--- config.mk ---
export PLATFORM = sky130hd
export DESIGN_NAME = dsp_op_sequencer_flat
export DESIGN_NICKNAME = d
export VERILOG_FILES = /design/src/rtl/dsp_op_sequencer_pkg.sv /design/src/rtl/dsp_op_sequencer_if.sv /design/src/rtl/dsp_half_select.sv /design/src/rtl/dsp_op_sequencer.sv /design/src/flat_wrapper.sv
export SDC_FILE = /design/constraint.sdc
export NUM_CORES = 1
export LEC_CHECK = 0
export ABC_AREA = 1
export CAP_MARGIN = 20
export CORE_MARGIN = 2
export CORE_UTILIZATION = 45
export DETAILED_ROUTE_END_ITERATION = 6
export GPL_TIMING_DRIVEN = 0
export PLACE_DENSITY = 0.76
export SLEW_MARGIN = 15
export SYNTH_ARGS = -nofsm -noshare
export SYNTH_HDL_FRONTEND = slang
export SYNTH_SLANG_ARGS = --single-unit
--- constraint.sdc ---
create_clock -name clk -period 2.1 [get_ports clk]
set_clock_uncertainty 0.1 [all_clocks]
set_input_delay 0.21 -clock clk [delete_from_list [all_inputs] [get_ports clk]]
set_output_delay 0.21 -clock clk [all_outputs]
set_load 0.05 [all_outputs]
--- src/rtl/dsp_op_sequencer_pkg.sv ---
// rtl/dsp_op_sequencer_pkg.sv - shared mode/state encodings and phase-count helper
package dsp_op_sequencer_pkg;

  typedef enum logic [1:0] {
    MODE_Q   = 2'd0,
    MODE_H   = 2'd1,
    MODE_F   = 2'd2,
    MODE_MAC = 2'd3
  } mode_e;

  typedef enum logic [1:0] {
    IDLE  = 2'd0,
    RUN   = 2'd1,
    DRAIN = 2'd2,
    HOLD  = 2'd3
  } state_e;

  function automatic logic [2:0] phase_count(input mode_e mode);
    case (mode)
      MODE_Q:  phase_count = 3'd1;
      MODE_H:  phase_count = 3'd2;
      default: phase_count = 3'd4;
    endcase
  endfunction

endpackage

--- src/rtl/dsp_op_sequencer_if.sv ---
// rtl/dsp_op_sequencer_if.sv - request, multiplier-control and result handshake bundle
interface dsp_op_sequencer_if #(
  parameter int N = 16,
  parameter int M = 16
);
  logic         in_valid;
  logic         in_ready;
  logic [1:0]   in_mode;
  logic         in_sgn;
  logic [N-1:0] in_a;
  logic [M-1:0] in_b;
  logic [N/2:0] mult_a;
  logic [M/2:0] mult_b;
  logic         phase_valid;
  logic         shift_a_hi;
  logic         shift_b_hi;
  logic         acc_clear;
  logic         last_phase;
  logic         out_valid;
  logic         out_ready;

  modport master (
    output in_valid, in_mode, in_sgn, in_a, in_b, out_ready,
    input  in_ready, mult_a, mult_b, phase_valid, shift_a_hi, shift_b_hi,
           acc_clear, last_phase, out_valid
  );

  modport slave (
    input  in_valid, in_mode, in_sgn, in_a, in_b, out_ready,
    output in_ready, mult_a, mult_b, phase_valid, shift_a_hi, shift_b_hi,
           acc_clear, last_phase, out_valid
  );
endinterface

--- src/rtl/dsp_half_select.sv ---
// rtl/dsp_half_select.sv - picks and extends the operand halves for one multiplier phase
module dsp_half_select
  import dsp_op_sequencer_pkg::*;
#(
  parameter int N = 16,
  parameter int M = 16
) (
  input  logic [N-1:0] a,
  input  logic [M-1:0] b,
  input  mode_e        mode,
  input  logic         sgn,
  input  logic [1:0]   phase,
  output logic [N/2:0] mult_a,
  output logic [M/2:0] mult_b,
  output logic         shift_a_hi,
  output logic         shift_b_hi
);
  localparam int HN = N / 2;
  localparam int HM = M / 2;

  logic [HN-1:0] a_half;
  logic [HM-1:0] b_half;
  logic          a_top;
  logic          b_top;

  always_comb begin
    shift_a_hi = 1'b0;
    shift_b_hi = 1'b0;
    case (mode)
      MODE_Q: ;
      MODE_H: shift_b_hi = phase[0];
      default: begin
        shift_a_hi = phase[0];
        shift_b_hi = phase[1];
      end
    endcase
    // A half is the top of its operand when high is chosen, or when narrow modes use only A low
    a_top  = shift_a_hi | (mode == MODE_Q) | (mode == MODE_H);
    b_top  = shift_b_hi | (mode == MODE_Q);
    a_half = shift_a_hi ? a[N-1:HN] : a[HN-1:0];
    b_half = shift_b_hi ? b[M-1:HM] : b[HM-1:0];
    mult_a = {a_top & sgn & a_half[HN-1], a_half};
    mult_b = {b_top & sgn & b_half[HM-1], b_half};
  end
endmodule

--- src/rtl/dsp_op_sequencer.sv ---
// rtl/dsp_op_sequencer.sv - phase sequencer and result tracker for the fracturable DSP datapath
module dsp_op_sequencer
  import dsp_op_sequencer_pkg::*;
#(
  parameter int N     = 16,
  parameter int M     = 16,
  parameter int PIPES = 2
) (
  input logic                clk,
  input logic                reset_n,
  dsp_op_sequencer_if.slave  bus
);
  localparam logic [1:0] PIPES_CNT = PIPES[1:0];

  state_e       state;
  mode_e        mode_q;
  logic         sgn_q;
  logic [N-1:0] a_q;
  logic [M-1:0] b_q;
  logic [1:0]   phase;
  logic [1:0]   drain;
  logic         in_ready_q;
  logic         phase_valid_q;
  logic         acc_clear_q;
  logic         last_phase_q;
  logic         out_valid_q;
  logic [N/2:0] sel_a;
  logic [M/2:0] sel_b;
  logic         sel_sa;
  logic         sel_sb;

  dsp_half_select #(.N(N), .M(M)) u_half_select (
    .a          (a_q),
    .b          (b_q),
    .mode       (mode_q),
    .sgn        (sgn_q),
    .phase      (phase),
    .mult_a     (sel_a),
    .mult_b     (sel_b),
    .shift_a_hi (sel_sa),
    .shift_b_hi (sel_sb)
  );

  always_ff @(posedge clk or negedge reset_n) begin
    if (!reset_n) begin
      state         <= IDLE;
      mode_q        <= MODE_Q;
      sgn_q         <= 1'b0;
      a_q           <= '0;
      b_q           <= '0;
      phase         <= '0;
      drain         <= '0;
      in_ready_q    <= 1'b1;
      phase_valid_q <= 1'b0;
      acc_clear_q   <= 1'b0;
      last_phase_q  <= 1'b0;
      out_valid_q   <= 1'b0;
    end else begin
      case (state)
        IDLE: if (bus.in_valid) begin
          mode_q        <= mode_e'(bus.in_mode);
          sgn_q         <= bus.in_sgn;
          a_q           <= bus.in_a;
          b_q           <= bus.in_b;
          phase         <= '0;
          in_ready_q    <= 1'b0;
          phase_valid_q <= 1'b1;
          acc_clear_q   <= (mode_e'(bus.in_mode) != MODE_MAC);
          last_phase_q  <= (phase_count(mode_e'(bus.in_mode)) == 3'd1);
          state         <= RUN;
        end
        RUN: begin
          acc_clear_q <= 1'b0;
          if (last_phase_q) begin
            phase         <= '0;
            phase_valid_q <= 1'b0;
            last_phase_q  <= 1'b0;
            if (PIPES == 0) begin
              out_valid_q <= 1'b1;
              state       <= HOLD;
            end else begin
              drain <= PIPES_CNT;
              state <= DRAIN;
            end
          end else begin
            phase        <= phase + 2'd1;
            last_phase_q <= (({1'b0, phase} + 3'd2) == phase_count(mode_q));
          end
        end
        DRAIN: begin
          drain <= drain - 2'd1;
          if (drain == 2'd1) begin
            out_valid_q <= 1'b1;
            state       <= HOLD;
          end
        end
        HOLD: if (bus.out_ready) begin
          out_valid_q <= 1'b0;
          in_ready_q  <= 1'b1;
          state       <= IDLE;
        end
        default: state <= IDLE;
      endcase
    end
  end

  // Operand/shift outputs only carry meaning while a phase is being issued
  assign bus.mult_a      = phase_valid_q ? sel_a : '0;
  assign bus.mult_b      = phase_valid_q ? sel_b : '0;
  assign bus.shift_a_hi  = phase_valid_q & sel_sa;
  assign bus.shift_b_hi  = phase_valid_q & sel_sb;
  assign bus.in_ready    = in_ready_q;
  assign bus.phase_valid = phase_valid_q;
  assign bus.acc_clear   = acc_clear_q;
  assign bus.last_phase  = last_phase_q;
  assign bus.out_valid   = out_valid_q;
endmodule

--- src/flat_wrapper.sv ---
// flat-port wrapper written by rule: the top's interface ports become plain ports
module dsp_op_sequencer_flat import dsp_op_sequencer_pkg::*;
#(
  parameter int N     = 16,
  parameter int M     = 16,
  parameter int PIPES = 2
)
  (clk, reset_n, bus_in_valid, bus_in_mode, bus_in_sgn, bus_in_a, bus_in_b, bus_out_ready, bus_in_ready, bus_mult_a, bus_mult_b, bus_phase_valid, bus_shift_a_hi, bus_shift_b_hi, bus_acc_clear, bus_last_phase, bus_out_valid);
  dsp_op_sequencer_if #(.N(N), .M(M)) bus_i ();
  input logic clk;
  input logic reset_n;
  input wire logic [$bits(bus_i.in_valid)-1:0] bus_in_valid;
  input wire logic [$bits(bus_i.in_mode)-1:0] bus_in_mode;
  input wire logic [$bits(bus_i.in_sgn)-1:0] bus_in_sgn;
  input wire logic [$bits(bus_i.in_a)-1:0] bus_in_a;
  input wire logic [$bits(bus_i.in_b)-1:0] bus_in_b;
  input wire logic [$bits(bus_i.out_ready)-1:0] bus_out_ready;
  output wire logic [$bits(bus_i.in_ready)-1:0] bus_in_ready;
  output wire logic [$bits(bus_i.mult_a)-1:0] bus_mult_a;
  output wire logic [$bits(bus_i.mult_b)-1:0] bus_mult_b;
  output wire logic [$bits(bus_i.phase_valid)-1:0] bus_phase_valid;
  output wire logic [$bits(bus_i.shift_a_hi)-1:0] bus_shift_a_hi;
  output wire logic [$bits(bus_i.shift_b_hi)-1:0] bus_shift_b_hi;
  output wire logic [$bits(bus_i.acc_clear)-1:0] bus_acc_clear;
  output wire logic [$bits(bus_i.last_phase)-1:0] bus_last_phase;
  output wire logic [$bits(bus_i.out_valid)-1:0] bus_out_valid;
  assign bus_i.in_valid = bus_in_valid;
  assign bus_i.in_mode = bus_in_mode;
  assign bus_i.in_sgn = bus_in_sgn;
  assign bus_i.in_a = bus_in_a;
  assign bus_i.in_b = bus_in_b;
  assign bus_i.out_ready = bus_out_ready;
  assign bus_in_ready = bus_i.in_ready;
  assign bus_mult_a = bus_i.mult_a;
  assign bus_mult_b = bus_i.mult_b;
  assign bus_phase_valid = bus_i.phase_valid;
  assign bus_shift_a_hi = bus_i.shift_a_hi;
  assign bus_shift_b_hi = bus_i.shift_b_hi;
  assign bus_acc_clear = bus_i.acc_clear;
  assign bus_last_phase = bus_i.last_phase;
  assign bus_out_valid = bus_i.out_valid;
  dsp_op_sequencer #(.N(N), .M(M), .PIPES(PIPES)) u_core (.clk(clk), .reset_n(reset_n), .bus(bus_i));
endmodule
* Yosys cells after proc, flatten, opt, wreduce, memory -nomap -nowiden *
Index checks and enable logic that the tools add are counted.

storage, ports and cells
  logic and storage cells = 87
  flip-flop bits (word level) = 46
  input port bits = 39

operators by class
  muxes and demuxes = 35
  reduce and logical (&&, ||, !) cells = 15
  equal/unequal tests = 13
  $add $sub $neg = 3
  bitwise logic cells = 9

operator list
  cell                 count
  $mux 9               2
  $mux 8               2
  $mux 2               6
  $mux 3               4
  $pmux 1 s2           6
  $pmux 3 s2           2
  $mux 1               10
  $reduce_and 3->1     3
  $eq 2x1->1 const B   4
  $pmux 2 s2           2
  $pmux 2 s4           1
  $reduce_bool 2->1    4
  $and 1x1->1          6
  $logic_not 2->1      3
  $ne 2x2->1 const B   3
  $reduce_and 2->1     3
  $eq 2x2->1 const B   2
  $ne 2x1->1 const B   2
  $reduce_and 4->1     1
  $add 2x2->3 const B  1
  $eq 3x1->1 const B   1
  $eq 3x3->1           1
  $or 1x1->1           3
  $add 2x1->2 const B  1
  other kinds (2)      2

* Logic depth before layout (Yosys ltp) *
  word-level depth = 8
  mapped depth = 8
  mapped depth without buffers = 8

* Hierarchy *
From an unflattened synthesis, not the netlist that was laid out.

unflattened totals
  cell total of the unflattened synthesis = 339
  area, all modules = 2,456.1 um^2

modules (own cells, without submodules)
  module            instances  cells an instance  sequential area each (um^2)  area an instance (um^2)
  dsp_op_sequencer  1          273                1,152.4                      2,145.8
  dsp_half_select   1          66                 0.0                          310.3

* Least setup slack after synthesis *
Ideal clock, no wire load.

  path kind = reg-to-output
  start point = register u_core.phase_valid_q, in the netlist u_core.bus.phase_valid
  end point = output bus_mult_a[8]
  data arrival time = 1.977 ns
  stages on the path, launching flop included = 3
  slack = -0.187 ns
  path through = dfrtp_1 inv_1 nor3_1

between the ends
  word-level cells in the longest chain between the ends = 1

ends and longest elaborated chain
  element                 RTL line                 source
  from (decl)             dsp_op_sequencer.sv:23   logic phase_valid_q;
  from (signal assigned)  dsp_op_sequencer.sv:54   phase_valid_q <= 1'b0;
  from (signal assigned)  dsp_op_sequencer.sv:67   phase_valid_q <= 1'b1;
  from (signal assigned)  dsp_op_sequencer.sv:76   phase_valid_q <= 1'b0;
  $mux 9                  dsp_op_sequencer.sv:108  assign bus.mult_a = phase_valid_q ? sel_a : '0;
  to (decl)               flat_wrapper.sv:19       output wire logic [$bits(bus_i.mult_a)-1:0] bus_mult_a;

Every way passes these cells.

* Worst setup path after layout *
  start point = register u_core.phase[0]
  end point = output bus_mult_a[3]

between the ends
  word-level cells in the longest chain between the ends = 3

ends and longest elaborated chain
  element                 RTL line                 source
  from (decl)             dsp_op_sequencer.sv:20   logic [1:0] phase;
  from (signal assigned)  dsp_op_sequencer.sv:86   phase <= phase + 2'd1;
  $mux 1                  dsp_half_select.sv:29    case (mode)
  $mux 8                  dsp_half_select.sv:40    a_half = shift_a_hi ? a[N-1:HN] : a[HN-1:0];
  $mux 9                  dsp_op_sequencer.sv:108

Every way passes these cells.

==> results.cfg <==
[sta]
setup_viol = 0
relSlewSlack_pct = 63.1
whs_ns = 0.263
hold_viol_final = 0
min_period_ns = 1.93
finalMaxSlewViolations = 0
maxClockFrequency_mhz = 518
period_share_pct = 92.0
worst_pin_slew_ns = 0.547
rsz0062_at_grt = false

[logic_synthesis]
syn-cell-area_sq_um = 2210
yosysSeqAreaShare_pct = 52.2
netlist_instances = 290
ys_ff_latch = 46
avgSynthCellArea_sq_um = 7.62
yosysUniqueCellTypes = 17
yosys_warnings = 0
syn_nets = 334

[layout]
diodes = 0
fillers = 449
final_cell_mix = nand2_1 (121), dfrtp_1 (44), clkdlybuf4s50_1 (42), nor2_1 (41), o21ai_0 (31)
drive_above_1_share_pct = 12.1
area_growth_pct = 37.3
layout.cells.most_common = nand2_1
nNetsFinal = 406
layout.core_utilization_pct = 64.2
fin_area_sq_um = 3030

[global_routing]
grt_pass1_wl_um = 8290
antenna_found_initial = 0
grt.overflow.total = 0
grt_max_degree = 32
grt_pass1_vias = 1898
track_usage_pct = 19.7

[setup_path]
reg2reg_to = u_core.b_q[6]
worstPathCellList = nand2_1, inv_1, nor2_1, nor2_1, clkdlybuf4s15_2
r2r-start = u_core.state[0]
r2r_slack_ns = 0.40
reg2regPathDepth = 6
worst_path_max_delay_cell = dfrtp_1
critPathMaxStageDelay_ns = 0.43
cp-end-kind = output pin
cp-start-kind = register
critical_path_class = reg2out
cpMostUsedCell = nor2_1
crit_required_ns = 1.79
cp.arrival_ns = 1.62
path_max_fanout = 7

[clock_tree]
cts_tree = built
clk_pin_slew_ns = 0.08
ctsRootBufferMaster = clkbuf_8
htree_levels = 2
clk-insertion-delay-late_ns = 0.29
clk_path_buf_depth = 2
numCtsBuffers = 5
post_cts_buffers = 0
cts.sinks = 46

[die]
die-area_sq_um = 5490
initial_core_util_pct = 46.8
top_level_ports = 64
die_h_um = 74.1
die_x_um = 74.1
fp-row-count = 25
core_area_sq_um = 4720

[placed_design]
gp_congestion = 0.806
dp.final_hpwl_um = 3720
io_buffer_count = 63
place_area_sq_um = 2940

[flow_run]
maxCapViolCount = 0

[routing]
viasPerCell = 4.60
first_pass_iters = 4
antenna_left = 0
drt_iter0_drc = 121
drt-total-wl_um = 5040
wl_per_cell_um = 11.7
drc = 0
vias = 1979

[power]
p_leak_nw = 1.59
p_per_area_nw_per_um2 = 1460
report.power.total_w = 0.00443
ir_drop_mv = 0.654

[status]
status = complete, no violations

[min_path]
holdCritPathClass = in2async
==> cell type report <==
type | count | area [sq um] | share of cell area (%)
Sequential cell | 46 | 1150 | 38.0
Multi-Input combinational cell | 213 | 913 | 30.1
Timing Repair Buffer | 65 | 591 | 19.5
Tap cell | 67 | 83.8 | 2.76
Clock buffer | 6 | 82.6 | 2.72
Inverter | 22 | 82.6 | 2.72
Buffer | 9 | 67.6 | 2.23
Clock inverter | 2 | 60.1 | 1.98
==> report_power, final <==
group / switching, W / internal (W) / leakage (nW) / total (W)
registers: 0.000242 / 0.00130 / 0.565 / 0.00155
logic: 0.00141 / 0.000686 / 0.949 / 0.00210
clock network: 0.000282 / 0.000507 / 0.0714 / 0.000790
total: 0.00194 / 0.00250 / 1.59 / 0.00443
==> worst max path at each step <==
stage,start,endpoint,slack [ns]
2_1_floorplan,u_core.bus.phase_valid,bus_mult_a[0],0.07
3_3_place_gp,reset_n,u_core.a_q[13],-0.53
3_5_place_dp,u_core.bus.phase_valid,bus_mult_a[2],-0.16
4_1_cts,u_core.phase[0],bus_mult_a[8],0.01
5_1_grt,u_core.phase[0],bus_mult_a[2],0.008
6_report,u_core.phase[0],bus_mult_a[3],0.17
==> routing by layer <==
metal / share of wire, % / track usage, % / routed length (um)
met3: 6.5 / 3.52 / 330
met1: 46 / 26.3 / 2330
met5: 0 / 0 / 0
met4: 1.5 / 6.06 / 75
met2: 46 / 32.8 / 2310
==> critical path, delay by kind of cell (launching register included) <==
| kind | cells | cell delay (ns) |
|---|---|---|
| buf+inv | 2 | 0.59 |
| flops | 1 | 0.43 |
| simple gates | 3 | 0.31 |
==> stage by stage <==
stage,setup slack [ns],std cells,setup TNS (ns)
final,0.168,430,0
after global routing,0.00773,430,0
after CTS,0.0120,430,0
after detailed placement,-0.161,421,-1.49
after global placement,-0.534,420,-25.73
after floorplan,0.0746,290,0
==> cells by family after synthesis <==
group / Yosys count / share of synthesized area [%]
AO/OA/AOI/OAI: 36 / 8.38
adder cells (fa/ha/maj): 5 / 2.83
buffers and inverters: 31 / 6.74
flip-flops: 46 / 52.2
AND/OR/NAND/NOR: 172 / 29.9
==> sequential cells by signal, indices dropped and copies added, names as in the netlist <==
name / count
u_core.a_q: 16
u_core.b_q: 16
u_core.drain: 2
u_core.mode_q: 2
u_core.phase: 2
u_core.state: 2
u_core.bus.acc_clear: 1
u_core.bus.in_ready: 1
u_core.bus.last_phase: 1
u_core.bus.out_valid: 1
u_core.bus.phase_valid: 1
u_core.sgn_q: 1
==> synth_stat cells <==
cell,count,share of area (%)
a21oi_1,3,0.68
buf_2,2,0.45
buf_6,4,2.0
clkbuf_1,3,0.51
dfrtp_1,45,51
dfstp_2,1,1.2
ha_1,5,2.8
inv_1,19,3.2
inv_2,3,0.51
nand2_1,121,21
nand2_2,2,0.57
nand3_1,6,1.4
nor2_1,41,7.0
nor3_1,2,0.45
o211ai_1,1,0.34
o21ai_0,31,7.0
o31ai_1,1,0.34
==> repair_timing <==
action                     CTS  global route
hold buffers                 1             0
setup endpoints to repair   20            18
hold endpoints to repair    14             0
resized for setup           50            28
(Power assumes the default switching activity.)
